--- src/rtl/pipeline_ctrl_pkg.sv ---
// Shared types and constants for the pipeline hazard controller.
// Holds the memory-wait FSM state encoding and the ALU operand forward-select codes.
package pipeline_ctrl_pkg;

  localparam int unsigned REG_W = 5;
  localparam int unsigned FWD_W = 2;

  typedef enum logic [1:0] {
    RUN     = 2'd0,
    MEMWAIT = 2'd1,
    FAULT   = 2'd2
  } state_e;

  localparam logic [FWD_W-1:0] FWD_NONE = 2'b00;
  localparam logic [FWD_W-1:0] FWD_WB   = 2'b01;
  localparam logic [FWD_W-1:0] FWD_MEM  = 2'b10;

  // Forward select for one execute-stage source; MEM beats WB, x0 never forwards.
  function automatic logic [FWD_W-1:0] fwd_sel(
    input logic [REG_W-1:0] rs,
    input logic [REG_W-1:0] rd_m,
    input logic             reg_write_m,
    input logic [REG_W-1:0] rd_w,
    input logic             reg_write_w
  );
    logic [FWD_W-1:0] sel;
    sel = FWD_NONE;
    if (reg_write_m && (rd_m != '0) && (rd_m == rs)) begin
      sel = FWD_MEM;
    end else if (reg_write_w && (rd_w != '0) && (rd_w == rs)) begin
      sel = FWD_WB;
    end
    return sel;
  endfunction

endpackage

--- src/rtl/pipeline_ctrl_if.sv ---
// Hazard-control bundle between the pipeline datapath and pipeline_ctrl.
// slave  : controller side (hazard info in, stall/flush/forward controls out).
// master : datapath side (the mirror image).
// Parameter CNT_W sizes the stallCycles performance counter.
interface pipeline_ctrl_if #(
  parameter int unsigned CNT_W = 32
);
  import pipeline_ctrl_pkg::*;

  logic [REG_W-1:0] rs1D, rs2D;
  logic [REG_W-1:0] rs1E, rs2E, rdE;
  logic [REG_W-1:0] rdM, rdW;
  logic             memReadE, regWriteM, regWriteW, pcSrcE;
  logic             memReqM, memReadyM;
  logic             stallF, stallD, flushD, flushE, flushW;
  logic             weEM, weMW;
  logic [FWD_W-1:0] forwardAE, forwardBE;
  logic             memErr;
  logic [CNT_W-1:0] stallCycles;

  modport slave (
    input  rs1D, rs2D, rs1E, rs2E, rdE, rdM, rdW,
    input  memReadE, regWriteM, regWriteW, pcSrcE, memReqM, memReadyM,
    output stallF, stallD, flushD, flushE, flushW, weEM, weMW,
    output forwardAE, forwardBE, memErr, stallCycles
  );

  modport master (
    output rs1D, rs2D, rs1E, rs2E, rdE, rdM, rdW,
    output memReadE, regWriteM, regWriteW, pcSrcE, memReqM, memReadyM,
    input  stallF, stallD, flushD, flushE, flushW, weEM, weMW,
    input  forwardAE, forwardBE, memErr, stallCycles
  );
endinterface

--- src/rtl/pipeline_ctrl_forward_unit.sv ---
// forward_unit: purely combinational operand forwarding and load-use detection.
// Ports: register indices from D/E/M/W stages plus write/load flags in;
//        forwardAE/forwardBE operand selects and lwStall out.
module forward_unit
  import pipeline_ctrl_pkg::*;
(
  input  logic [REG_W-1:0] rs1D,
  input  logic [REG_W-1:0] rs2D,
  input  logic [REG_W-1:0] rs1E,
  input  logic [REG_W-1:0] rs2E,
  input  logic [REG_W-1:0] rdE,
  input  logic [REG_W-1:0] rdM,
  input  logic [REG_W-1:0] rdW,
  input  logic             memReadE,
  input  logic             regWriteM,
  input  logic             regWriteW,
  output logic [FWD_W-1:0] forwardAE,
  output logic [FWD_W-1:0] forwardBE,
  output logic             lwStall
);

  // Operand bypass selects for both ALU inputs.
  always_comb begin
    forwardAE = fwd_sel(rs1E, rdM, regWriteM, rdW, regWriteW);
    forwardBE = fwd_sel(rs2E, rdM, regWriteM, rdW, regWriteW);
  end

  // A load in EX feeding a decode-stage source must wait one cycle.
  always_comb begin
    lwStall = memReadE && (rdE != '0) && ((rdE == rs1D) || (rdE == rs2D));
  end

endmodule

--- src/rtl/pipeline_ctrl.sv ---
// pipeline_ctrl: hazard controller for a 5-stage pipeline.
// Ports: clk, reset (synchronous, active-high), bus (pipeline_ctrl_if.slave)
//        carrying hazard info in and stall/flush/write-enable/forward controls,
//        memErr and the stallCycles counter out. All control outputs are
//        combinational from FSM state and inputs.
// Parameters: MEM_TIMEOUT (MEMWAIT cycles before fault), CNT_W (counter width).
// Optional: define PIPELINE_CTRL_PERF_EN to build the saturating stall-cycle
//           counter; otherwise stallCycles is tied to zero.
module pipeline_ctrl
  import pipeline_ctrl_pkg::*;
#(
  parameter int unsigned MEM_TIMEOUT = 15,
  parameter int unsigned CNT_W       = 32
) (
  input  logic            clk,
  input  logic            reset,
  pipeline_ctrl_if.slave  bus
);

  localparam int unsigned WAIT_W = $clog2(MEM_TIMEOUT + 1);

  state_e            state_q, state_d;
  logic [WAIT_W-1:0] wait_cnt_q, wait_cnt_d;
  logic              freeze_c;
  logic              fault_c;
  logic              lw_stall_c;
  logic              stall_f_c;

  forward_unit u_forward_unit (
    .rs1D      (bus.rs1D),
    .rs2D      (bus.rs2D),
    .rs1E      (bus.rs1E),
    .rs2E      (bus.rs2E),
    .rdE       (bus.rdE),
    .rdM       (bus.rdM),
    .rdW       (bus.rdW),
    .memReadE  (bus.memReadE),
    .regWriteM (bus.regWriteM),
    .regWriteW (bus.regWriteW),
    .forwardAE (bus.forwardAE),
    .forwardBE (bus.forwardBE),
    .lwStall   (lw_stall_c)
  );

  // Memory-wait FSM: next state, wait counter and freeze request.
  always_comb begin
    logic [WAIT_W-1:0] wait_inc;
    state_d    = state_q;
    wait_cnt_d = wait_cnt_q;
    freeze_c   = 1'b0;
    fault_c    = 1'b0;
    wait_inc   = wait_cnt_q + WAIT_W'(1);
    case (state_q)
      RUN: begin
        if (bus.memReqM && !bus.memReadyM) begin
          freeze_c   = 1'b1;
          state_d    = MEMWAIT;
          wait_cnt_d = '0;
        end
      end
      MEMWAIT: begin
        if (!bus.memReadyM) begin
          freeze_c   = 1'b1;
          wait_cnt_d = wait_inc;
          if (wait_inc == WAIT_W'(MEM_TIMEOUT)) begin
            state_d = FAULT;
          end
        end else begin
          // Acknowledge arrives: the pipeline advances this same cycle.
          state_d    = RUN;
          wait_cnt_d = '0;
        end
      end
      FAULT: begin
        freeze_c = 1'b1;
        fault_c  = 1'b1;
      end
      default: begin
        state_d    = RUN;
        wait_cnt_d = '0;
      end
    endcase
  end

  // Stage controls: reset > memory freeze > taken branch > load-use stall.
  always_comb begin
    stall_f_c  = 1'b0;
    bus.stallD = 1'b0;
    bus.flushD = 1'b0;
    bus.flushE = 1'b0;
    bus.flushW = 1'b0;
    bus.weEM   = 1'b1;
    bus.weMW   = 1'b1;
    bus.memErr = 1'b0;
    if (reset) begin
      bus.flushD = 1'b1;
      bus.flushE = 1'b1;
      bus.flushW = 1'b1;
      bus.weEM   = 1'b0;
      bus.weMW   = 1'b0;
    end else if (freeze_c) begin
      // Whole pipe holds; WB is bubbled so a retiring write is not repeated.
      stall_f_c  = 1'b1;
      bus.stallD = 1'b1;
      bus.flushW = 1'b1;
      bus.weEM   = 1'b0;
      bus.weMW   = 1'b0;
      bus.memErr = fault_c;
    end else if (bus.pcSrcE) begin
      bus.flushD = 1'b1;
      bus.flushE = 1'b1;
    end else if (lw_stall_c) begin
      stall_f_c  = 1'b1;
      bus.stallD = 1'b1;
      bus.flushE = 1'b1;
    end
    bus.stallF = stall_f_c;
  end

  always_ff @(posedge clk) begin
    if (reset) begin
      state_q    <= RUN;
      wait_cnt_q <= '0;
    end else begin
      state_q    <= state_d;
      wait_cnt_q <= wait_cnt_d;
    end
  end

`ifdef PIPELINE_CTRL_PERF_EN
  logic [CNT_W-1:0] stall_cycles_q, stall_cycles_d;

  // Saturating count of cycles with fetch stalled.
  always_comb begin
    stall_cycles_d = stall_cycles_q;
    if (stall_f_c && !(&stall_cycles_q)) begin
      stall_cycles_d = stall_cycles_q + CNT_W'(1);
    end
  end

  always_ff @(posedge clk) begin
    if (reset) begin
      stall_cycles_q <= '0;
    end else begin
      stall_cycles_q <= stall_cycles_d;
    end
  end

  assign bus.stallCycles = stall_cycles_q;
`else
  assign bus.stallCycles = '0;
`endif

endmodule

--- src/flat_wrapper.sv ---
// flat-port wrapper written by rule: the top's interface ports become plain ports
module pipeline_ctrl_flat import pipeline_ctrl_pkg::*;
#(
  parameter int unsigned MEM_TIMEOUT = 15,
  parameter int unsigned CNT_W       = 32
)
  (clk, reset, bus_rs1D, bus_rs2D, bus_rs1E, bus_rs2E, bus_rdE, bus_rdM, bus_rdW, bus_memReadE, bus_regWriteM, bus_regWriteW, bus_pcSrcE, bus_memReqM, bus_memReadyM, bus_stallF, bus_stallD, bus_flushD, bus_flushE, bus_flushW, bus_weEM, bus_weMW, bus_forwardAE, bus_forwardBE, bus_memErr, bus_stallCycles);
  pipeline_ctrl_if #(.CNT_W(CNT_W)) bus_i ();
  input  logic clk;
  input  logic reset;
  input wire logic [$bits(bus_i.rs1D)-1:0] bus_rs1D;
  input wire logic [$bits(bus_i.rs2D)-1:0] bus_rs2D;
  input wire logic [$bits(bus_i.rs1E)-1:0] bus_rs1E;
  input wire logic [$bits(bus_i.rs2E)-1:0] bus_rs2E;
  input wire logic [$bits(bus_i.rdE)-1:0] bus_rdE;
  input wire logic [$bits(bus_i.rdM)-1:0] bus_rdM;
  input wire logic [$bits(bus_i.rdW)-1:0] bus_rdW;
  input wire logic [$bits(bus_i.memReadE)-1:0] bus_memReadE;
  input wire logic [$bits(bus_i.regWriteM)-1:0] bus_regWriteM;
  input wire logic [$bits(bus_i.regWriteW)-1:0] bus_regWriteW;
  input wire logic [$bits(bus_i.pcSrcE)-1:0] bus_pcSrcE;
  input wire logic [$bits(bus_i.memReqM)-1:0] bus_memReqM;
  input wire logic [$bits(bus_i.memReadyM)-1:0] bus_memReadyM;
  output wire logic [$bits(bus_i.stallF)-1:0] bus_stallF;
  output wire logic [$bits(bus_i.stallD)-1:0] bus_stallD;
  output wire logic [$bits(bus_i.flushD)-1:0] bus_flushD;
  output wire logic [$bits(bus_i.flushE)-1:0] bus_flushE;
  output wire logic [$bits(bus_i.flushW)-1:0] bus_flushW;
  output wire logic [$bits(bus_i.weEM)-1:0] bus_weEM;
  output wire logic [$bits(bus_i.weMW)-1:0] bus_weMW;
  output wire logic [$bits(bus_i.forwardAE)-1:0] bus_forwardAE;
  output wire logic [$bits(bus_i.forwardBE)-1:0] bus_forwardBE;
  output wire logic [$bits(bus_i.memErr)-1:0] bus_memErr;
  output wire logic [$bits(bus_i.stallCycles)-1:0] bus_stallCycles;
  assign bus_i.rs1D = bus_rs1D;
  assign bus_i.rs2D = bus_rs2D;
  assign bus_i.rs1E = bus_rs1E;
  assign bus_i.rs2E = bus_rs2E;
  assign bus_i.rdE = bus_rdE;
  assign bus_i.rdM = bus_rdM;
  assign bus_i.rdW = bus_rdW;
  assign bus_i.memReadE = bus_memReadE;
  assign bus_i.regWriteM = bus_regWriteM;
  assign bus_i.regWriteW = bus_regWriteW;
  assign bus_i.pcSrcE = bus_pcSrcE;
  assign bus_i.memReqM = bus_memReqM;
  assign bus_i.memReadyM = bus_memReadyM;
  assign bus_stallF = bus_i.stallF;
  assign bus_stallD = bus_i.stallD;
  assign bus_flushD = bus_i.flushD;
  assign bus_flushE = bus_i.flushE;
  assign bus_flushW = bus_i.flushW;
  assign bus_weEM = bus_i.weEM;
  assign bus_weMW = bus_i.weMW;
  assign bus_forwardAE = bus_i.forwardAE;
  assign bus_forwardBE = bus_i.forwardBE;
  assign bus_memErr = bus_i.memErr;
  assign bus_stallCycles = bus_i.stallCycles;
  pipeline_ctrl #(.MEM_TIMEOUT(MEM_TIMEOUT), .CNT_W(CNT_W)) u_core (.clk(clk), .reset(reset), .bus(bus_i));
endmodule
--- config.mk ---
export PLATFORM = sky130hd
export DESIGN_NAME = pipeline_ctrl_flat
export DESIGN_NICKNAME = d
export VERILOG_FILES = /design/src/rtl/pipeline_ctrl_pkg.sv /design/src/rtl/pipeline_ctrl_if.sv /design/src/rtl/pipeline_ctrl_forward_unit.sv /design/src/rtl/pipeline_ctrl.sv /design/src/flat_wrapper.sv
export SDC_FILE = /design/constraint.sdc
export NUM_CORES = 1
export LEC_CHECK = 0
export ABC_AREA = 1
export CORE_UTILIZATION = 32
export CTS_CLUSTER_SIZE = 30
export DETAILED_ROUTE_END_ITERATION = 16
export GPL_TIMING_DRIVEN = 1
export PLACE_DENSITY = 0.78
export SETUP_SLACK_MARGIN = 0.4
export SLEW_MARGIN = 20
export SYNTH_ARGS = -nofsm -noshare
export SYNTH_HDL_FRONTEND = slang
export SYNTH_HIERARCHICAL = 1
export SYNTH_SLANG_ARGS = --single-unit
export TNS_END_PERCENT = 10
--- constraint.sdc ---
create_clock -name clk -period 1.1 [get_ports clk]
set_input_delay 0.11 -clock clk [delete_from_list [all_inputs] [get_ports clk]]
set_output_delay 0.11 -clock clk [all_outputs]
set_load 0.005 [all_outputs]
==> results of run 1 <==
[kinds of logic (layout without fill, tap and decap cells)]
family | Yosys count | after routing | share of synthesized area [%]
and+or+nand+nor | 121 | 121 | 42.0
buffers and inverters | 73 | 108 | 33.3
xor gates and xnor gates | 11 | 11 | 8.00
AOI/OAI and AO/OA | 9 | 9 | 4.36
DFF | 6 | 6 | 9.97
adders and majority gates | 2 | 2 | 2.08
other | 1 | 32 | 0.311
[worst max-delay path, delay by kind of cell (launching register included)]
family,cells,cell delay [ns]
flops,1,0.35
buf+inv,2,0.25
compound gates,1,0.07
simple gates,4,0.33
[per-layer routing]
metal / GRT usage (%) / wire, um / share of wire, %
met5: 0 / 0 / 0
met1: 18.0 / 1310 / 45
met4: 3.41 / 0 / 0
met2: 23.8 / 1390 / 48
met3: 2.17 / 210 / 7.2
[state kept, by name (all words and copies together) (netlist names)]
name               flops
u_core/wait_cnt_q      4
u_core/state_q         2
[stage by stage]
step	worst slack (ns)	setup TNS, ns	hold slack (ns)	power, W
after floorplan	0.0827	0	0.165	0.000575
after global placement	-0.842	-8.86	0.467	0.000794
after detailed placement	-0.905	-9.21	0.465	0.000799
after CTS	-0.250	-1.58	0.333	0.00111
after global routing	-0.282	-2.34	0.360	0.00120
final	-0.229	-1.45	0.342	0.00111
[worst max path at each step]
stage,to,start,slack (ns),cells after the start
floorplan,bus_stallF,u_core/state_q[0]$_SDFFE_PP0P_,0.08,7
global placement,bus_stallF,bus_rdE[2],-0.84,10
detailed placement,bus_stallF,bus_rdE[3],-0.90,10
CTS,bus_stallF,u_core/state_q[0]$_SDFFE_PP0P_,-0.25,8
global route,bus_stallF,u_core/state_q[1]$_SDFFE_PP0P_,-0.28,7
finish,bus_stallF,u_core/state_q[1]$_SDFFE_PP0P_,-0.23,7
[synth_stat cells (all sizes together)]
cell,instances,share of area [%]
nand2,80,25
inv,39,12
buf,34,21
nor2,24,8.3
nand3,9,4.2
xnor2,8,5.8
nand4,7,3.6
a21oi,6,2.8
dfxtp,6,10
o21ai,3,1.6
xor2,3,2.2
ha,2,2.1
conb,1,0.31
or2,1,0.52
[area by class of cell]
type                            instances  share of cell area, %
Tap cell                               46                   3.31
Sequential cell                         6                   7.77
Timing Repair Buffer                   66                   28.9
Multi-Input combinational cell        175                   48.9
Clock buffer                            3                   2.37
Inverter                               39                   8.71
[power groups by stage]
stage / registers, W / logic [W] / clock network, W
3_5_place_dp: 0.000238 / 0.000560 / 0
5_1_grt: 0.000234 / 0.000609 / 0.000353
2_1_floorplan: 0.000237 / 0.000337 / 0
6_report: 0.000233 / 0.000550 / 0.000327
3_3_place_gp: 0.000238 / 0.000556 / 0
4_1_cts: 0.000235 / 0.000541 / 0.000338
[repair_timing]
item	CTS	global route
pin swaps	16	10
endpoints found under the setup margin	18	18
resized for setup	106	33
buffers inserted	2	1
==> impl_metrics.csv, run 1 <==
group,metric,value,unit
cells_and_area,antenna_cells,0,
power_and_ir_drop,power_frac_comb,49.5,%
power_and_ir_drop,p_leak,0.997,nW
clocking,clk_pin_slew,0.04,ns
power_and_ir_drop,p_seq_share,21.0,%
cells_and_area,area_delta_synth_final,44.3,%
timing,setup_viol,11,
cells_and_area,finalNonFillerCells,335,
routing,dr.pass1.iters,4,
cells_and_area,final_common_cell,"nand2_1",
cells_and_area,drive_gt1_share,27.7,%
timing,setup_ws,-0.229,ns
worst_setup_path,crit_fanout,3,
power_and_ir_drop,ir_worst_vdd,0.527,mV
run_status,status,"finished with violations",
clocking,clk_latency,0.22,ns
timing,timing.fmax,752,MHz
floorplanning,design.die.area,4010,sq um
worst_setup_path,critical_path.cell_chain,"nor2_4 -> o21ai_4 -> buf_6 -> nand2_2 -> nand2_2 -> nor2_2 -> buf_2",
cells_and_area,final_cell_mix,"nand2_1, conb_1, inv_1, dlygate4sd2_1, nor2_1",
run_status,violations,"negative setup slack",
worst_setup_path,worst_setup_path_end_kind,"output pin",
timing,hold_viol_final,0,
worst_setup_path,critical_path.slowest_cell,"dfxtp_4",
min_path,min_delay_path_depth,3,
min_path,holdCritPathClass,"input port to flip-flop",
routing,drc,0,
floorplanning,num_rows,21,
routing,vias,1389,
place,dp_hpwl,2380,um
synth,syn_avg_cell_area,5.40,sq um
synth,syn_inst,223,
clocking,cts.path.max_buffers,2,
synth,yosysWarnings,6,
synth,ys_seq_area_share,9.97,%
timing,slew_viol_final,0,
worst_setup_path,reg2reg_depth,8,
cells_and_area,num-fill-cells,371,
routing,via_per_inst,4.15,
min_path,hold_end,"u_core/state_q[0]$_SDFFE_PP0P_",
worst_setup_path,crit_path_max_incr_delay,0.35,ns
grt,track_usage,13.9,%
worst_setup_path,path_common_cell,"nand2_2",
power_and_ir_drop,p_int,0.000725,W
routing,drt_iter0_markers,43,
worst_setup_path,reg2reg_from,"u_core/wait_cnt_q[0]$_SDFFE_PP0P_",
power_and_ir_drop,p_switching,0.000385,W
routing,wire_per_inst,8.69,um
clocking,numCtsBuffers,3,
place,place.gp.congestion,0.855,
floorplanning,coreArea,3470,sq um
cells_and_area,final_util,50.1,%
place,dpl.cell_count,329,
synth,yosysUniqueCellTypes,21,
routing,routed_wl,2910,um
timing,period_share,121,%
job,drv_cap,0,
cells_and_area,design_area,1740,sq um
clocking,clkSinkCount,6,
cells_and_area,multi_input_area,851,sq um
place,portBuffers,54,
floorplanning,die_w,63.4,um
worst_setup_path,crit_path_start_kind,"flip-flop",
power_and_ir_drop,p_clk_share,29.4,%
floorplanning,initial_core_util,34.7,%
power_and_ir_drop,powerDensity,638,nW/um^2
grt,grt_antenna_before_repair,0,
worst_setup_path,worstPathRequired,0.99,ns
timing,rsz0062_at_grt,"true",
synth,synthesis.area,1200,sq um
cells_and_area,seq_area,135,sq um
min_path,min_from,"bus_memReqM",
worst_setup_path,r2r_slack,-0.01,ns
clocking,htreeDepth,1,
grt,grt_first_pass_wirelength,4580,um
cells_and_area,nets,336,
worst_setup_path,arrival,1.22,ns
clocking,cts_tree,"done",
routing,antenna_left,0,
worst_setup_path,r2r_end,"u_core/state_q[1]$_SDFFE_PP0P_",
worst_setup_path,critPathKind,"flip-flop to output pin",
timing,timing.final.crit_period,1.33,ns
grt,grt-ovfl-total,0,
synth,synth_seq_cells,6,
grt,grt_pass1_vias,1088,
clocking,cts_hold_buf,0,
floorplanning,io_pins,87,
grt,grt_max_degree,7,
floorplanning,die_h,63.4,um
power_and_ir_drop,netSwitchingFraction,34.7,%
clocking,clk_root_buffer_cell,"clkbuf_8",
timing,skew,0.00106,ns
place,placed_area,1740,sq um
Power figures use the tool's default switching activity.
==> inputs of run 2 (changes only) <==
Settings changed: CELL_PAD_IN_SITES_DETAIL_PLACEMENT from default to 1, CELL_PAD_IN_SITES_GLOBAL_PLACEMENT from default to 2, CORE_MARGIN from default to 10, CORE_UTILIZATION 32 to 14, PLACE_DENSITY 0.78 to default, PLACE_DENSITY_LB_ADDON from default to 0.1.
==> run 2 against run 1 <==
- the flow still finishes with violations (negative setup slack)
- routed wire length increased by 63%
- largest power group unchanged
- global-route usage decreased by 6.6 points
- sequential power increased by 3%
- cell count increased by 23%
- critical path depth increased by 1
- critical path type unchanged
- count of clock-buffer cells in the layout unchanged
- combinational power increased by 26%
- first-iteration DRC count decreased by 23%
==> impl_metrics.csv, run 2 (synthesis gave the netlist of run 1 again) <==
group,metric,value,unit
power_and_ir_drop,ir_worst_vdd,0.509,mV
place,placed_area,1940,sq um
run_status,violations,"negative setup slack",
power_and_ir_drop,p_switching,0.000442,W
worst_setup_path,reg2reg_depth,8,
timing,timing.fmax,748,MHz
cells_and_area,top_register,"u_core/wait_cnt_q",
power_and_ir_drop,p_leak,1.12,nW
timing,whs,0.354,ns
routing,drt_iter0_markers,33,
worst_setup_path,critical_path.cell_chain,"inv_4 -> nand3_4 -> o21ai_4 -> buf_6 -> nand2_4 -> nand2_4 -> nor2_4 -> buf_2",
timing,rsz0062_at_grt,"true",
clocking,htreeDepth,1,
worst_setup_path,cp_num_buf_inv,3,
min_path,hold_end,"u_core/state_q[0]$_SDFFE_PP0P_",
grt,grt_antenna_before_repair,0,
cells_and_area,reg_top3,"u_core/wait_cnt_q x4, u_core/state_q x2",
worst_setup_path,r2r_slack,-0.07,ns
place,portBuffers,54,
timing,setup_ws,-0.237,ns
min_path,min_delay_path_depth,3,
clocking,clk_root_buffer_cell,"clkbuf_8",
routing,wire_per_inst,11.5,um
power_and_ir_drop,netSwitchingFraction,35.3,%
worst_setup_path,crit_path_start_kind,"flip-flop",
routing,drc,0,
timing,timing.final.crit_period,1.34,ns
power_and_ir_drop,p_seq_share,19.1,%
min_path,min_from,"bus_memReqM",
power_and_ir_drop,powerDensity,598,nW/um^2
grt,grt_first_pass_wirelength,7870,um
cells_and_area,num-fill-cells,1069,
routing,routed_wl,4750,um
timing,hold_viol_final,0,
timing,finalSetupTns,-1.52,ns
timing,slew_viol_final,0,
cells_and_area,final_util,25.3,%
floorplanning,num_rows,33,
cells_and_area,largest_register_ffs,4,
worst_setup_path,critPathKind,"flip-flop to output pin",
worst_setup_path,cp_top_family,"flip-flops",
cells_and_area,seq_area,128,sq um
cells_and_area,drive_gt1_share,36.8,%
grt,grt_pass1_vias,1587,
worst_setup_path,r2r_end,"u_core/wait_cnt_q[1]$_SDFFE_PP0P_",
worst_setup_path,crit_fanout,3,
routing,via_per_inst,3.48,
routing,dr.pass1.iters,3,
timing,period_share,122,%
floorplanning,coreArea,8300,sq um
power_and_ir_drop,p_clk_share,25.6,%
cells_and_area,multi_input_area,946,sq um
timing,setup_viol,16,
cells_and_area,final_cell_mix,"nand2_1, conb_1, buf_4, inv_1, dlygate4sd2_1",
clocking,clk_latency,0.22,ns
place,place.gp.congestion,0.725,
worst_setup_path,reg2reg_from,"u_core/state_q[1]$_SDFFE_PP0P_",
floorplanning,die_h,113,um
job,drv_cap,0,
power_and_ir_drop,power_frac_comb,55.3,%
floorplanning,design.die.area,12700,sq um
floorplanning,io_pins,87,
routing,vias,1432,
worst_setup_path,worst_setup_path_end_kind,"output pin",
min_path,holdCritPathClass,"input port to flip-flop",
cells_and_area,area_delta_synth_final,73.9,%
cells_and_area,final_common_cell,"nand2_1",
cells_and_area,antenna_cells,0,
worst_setup_path,worstPathRequired,0.99,ns
worst_setup_path,crit_path_max_incr_delay,0.37,ns
grt,grt_max_degree,7,
grt,grt-ovfl-total,0,
timing,skew,0.000360,ns
clocking,cts_tree,"done",
clocking,numCtsBuffers,3,
routing,antenna_left,0,
clocking,cts.path.max_buffers,2,
worst_setup_path,path_common_cell,"nand2_4",
worst_setup_path,worst-path-stages,8,
clocking,clkSinkCount,6,
floorplanning,initial_core_util,14.5,%
worst_setup_path,arrival,1.23,ns
run_status,status,"finished with violations",
power_and_ir_drop,p_total,0.00125,W
clocking,clk_pin_slew,0.04,ns
cells_and_area,nets,354,
floorplanning,die_w,113,um
power_and_ir_drop,p_int,0.000811,W
grt,track_usage,7.28,%
worst_setup_path,critical_path.slowest_cell,"dfxtp_4",
place,dp_hpwl,4280,um
cells_and_area,design_area,2100,sq um
-- run 2: worst min-delay path, delay by kind of cell --
family / cells / cell delay, ns
buffers and inverters: 1 / 0.25
AND/OR/NAND/NOR: 1 / 0.10
AO/OA/AOI/OAI: 1 / 0.06
-- run 2: power by group through the flow --
stage | combinational [W] | clock (W) | sequential [W]
after floorplan | 0.000337 | 0 | 0.000237
after global placement | 0.000639 | 0 | 0.000238
after detailed placement | 0.000633 | 0 | 0.000238
after CTS | 0.000657 | 0.000332 | 0.000237
after global routing | 0.000783 | 0.000363 | 0.000239
final | 0.000693 | 0.000321 | 0.000239
-- run 2: how the worst max path moves through the flow --
| stage | start | endpoint |
|---|---|---|
| floorplan | u_core/state_q[0]$_SDFFE_PP0P_ | bus_stallF |
| global placement | bus_rdE[3] | bus_flushE |
| detailed placement | bus_rdE[2] | bus_stallD |
| CTS | u_core/state_q[1]$_SDFFE_PP0P_ | bus_stallD |
| global route | bus_rs2D[2] | bus_flushE |
| finish | u_core/state_q[1]$_SDFFE_PP0P_ | bus_stallF |
-- run 2: stage by stage --
step | cells | setup WS (ns)
2_1_floorplan | 254 | 0.0827
6_report | 412 | -0.237
4_1_cts | 410 | -0.264
3_3_place_gp | 404 | -0.983
5_1_grt | 412 | -0.316
3_5_place_dp | 404 | -0.950
-- run 2: repair_timing --
item,CTS,global route
buffers inserted,3,2
hold buffers,0,0
resized for setup,139,26
setup endpoints to repair,18,18
pin swaps,22,12
-- run 2: metal layers --
metal / global-route usage (%) / vias up / share of wire, %
li1: - / 774 / -
met1: 9.09 / 605 / 47
met2: 12.5 / 51 / 46
met3: 1.74 / 2 / 6.0
met4: 1.27 / 0 / 0.27
met5: 0 / - / 0
-- run 2: cell type report --
| cell class | instances | share of cell area, % |
|---|---|---|
| flip-flops and latches | 6 | 6.09 |
| repair buffers | 84 | 33.3 |
| multi-input cells | 175 | 45.1 |
| well taps | 105 | 6.27 |
| inverters | 39 | 7.22 |
| clock buffers | 3 | 1.97 |
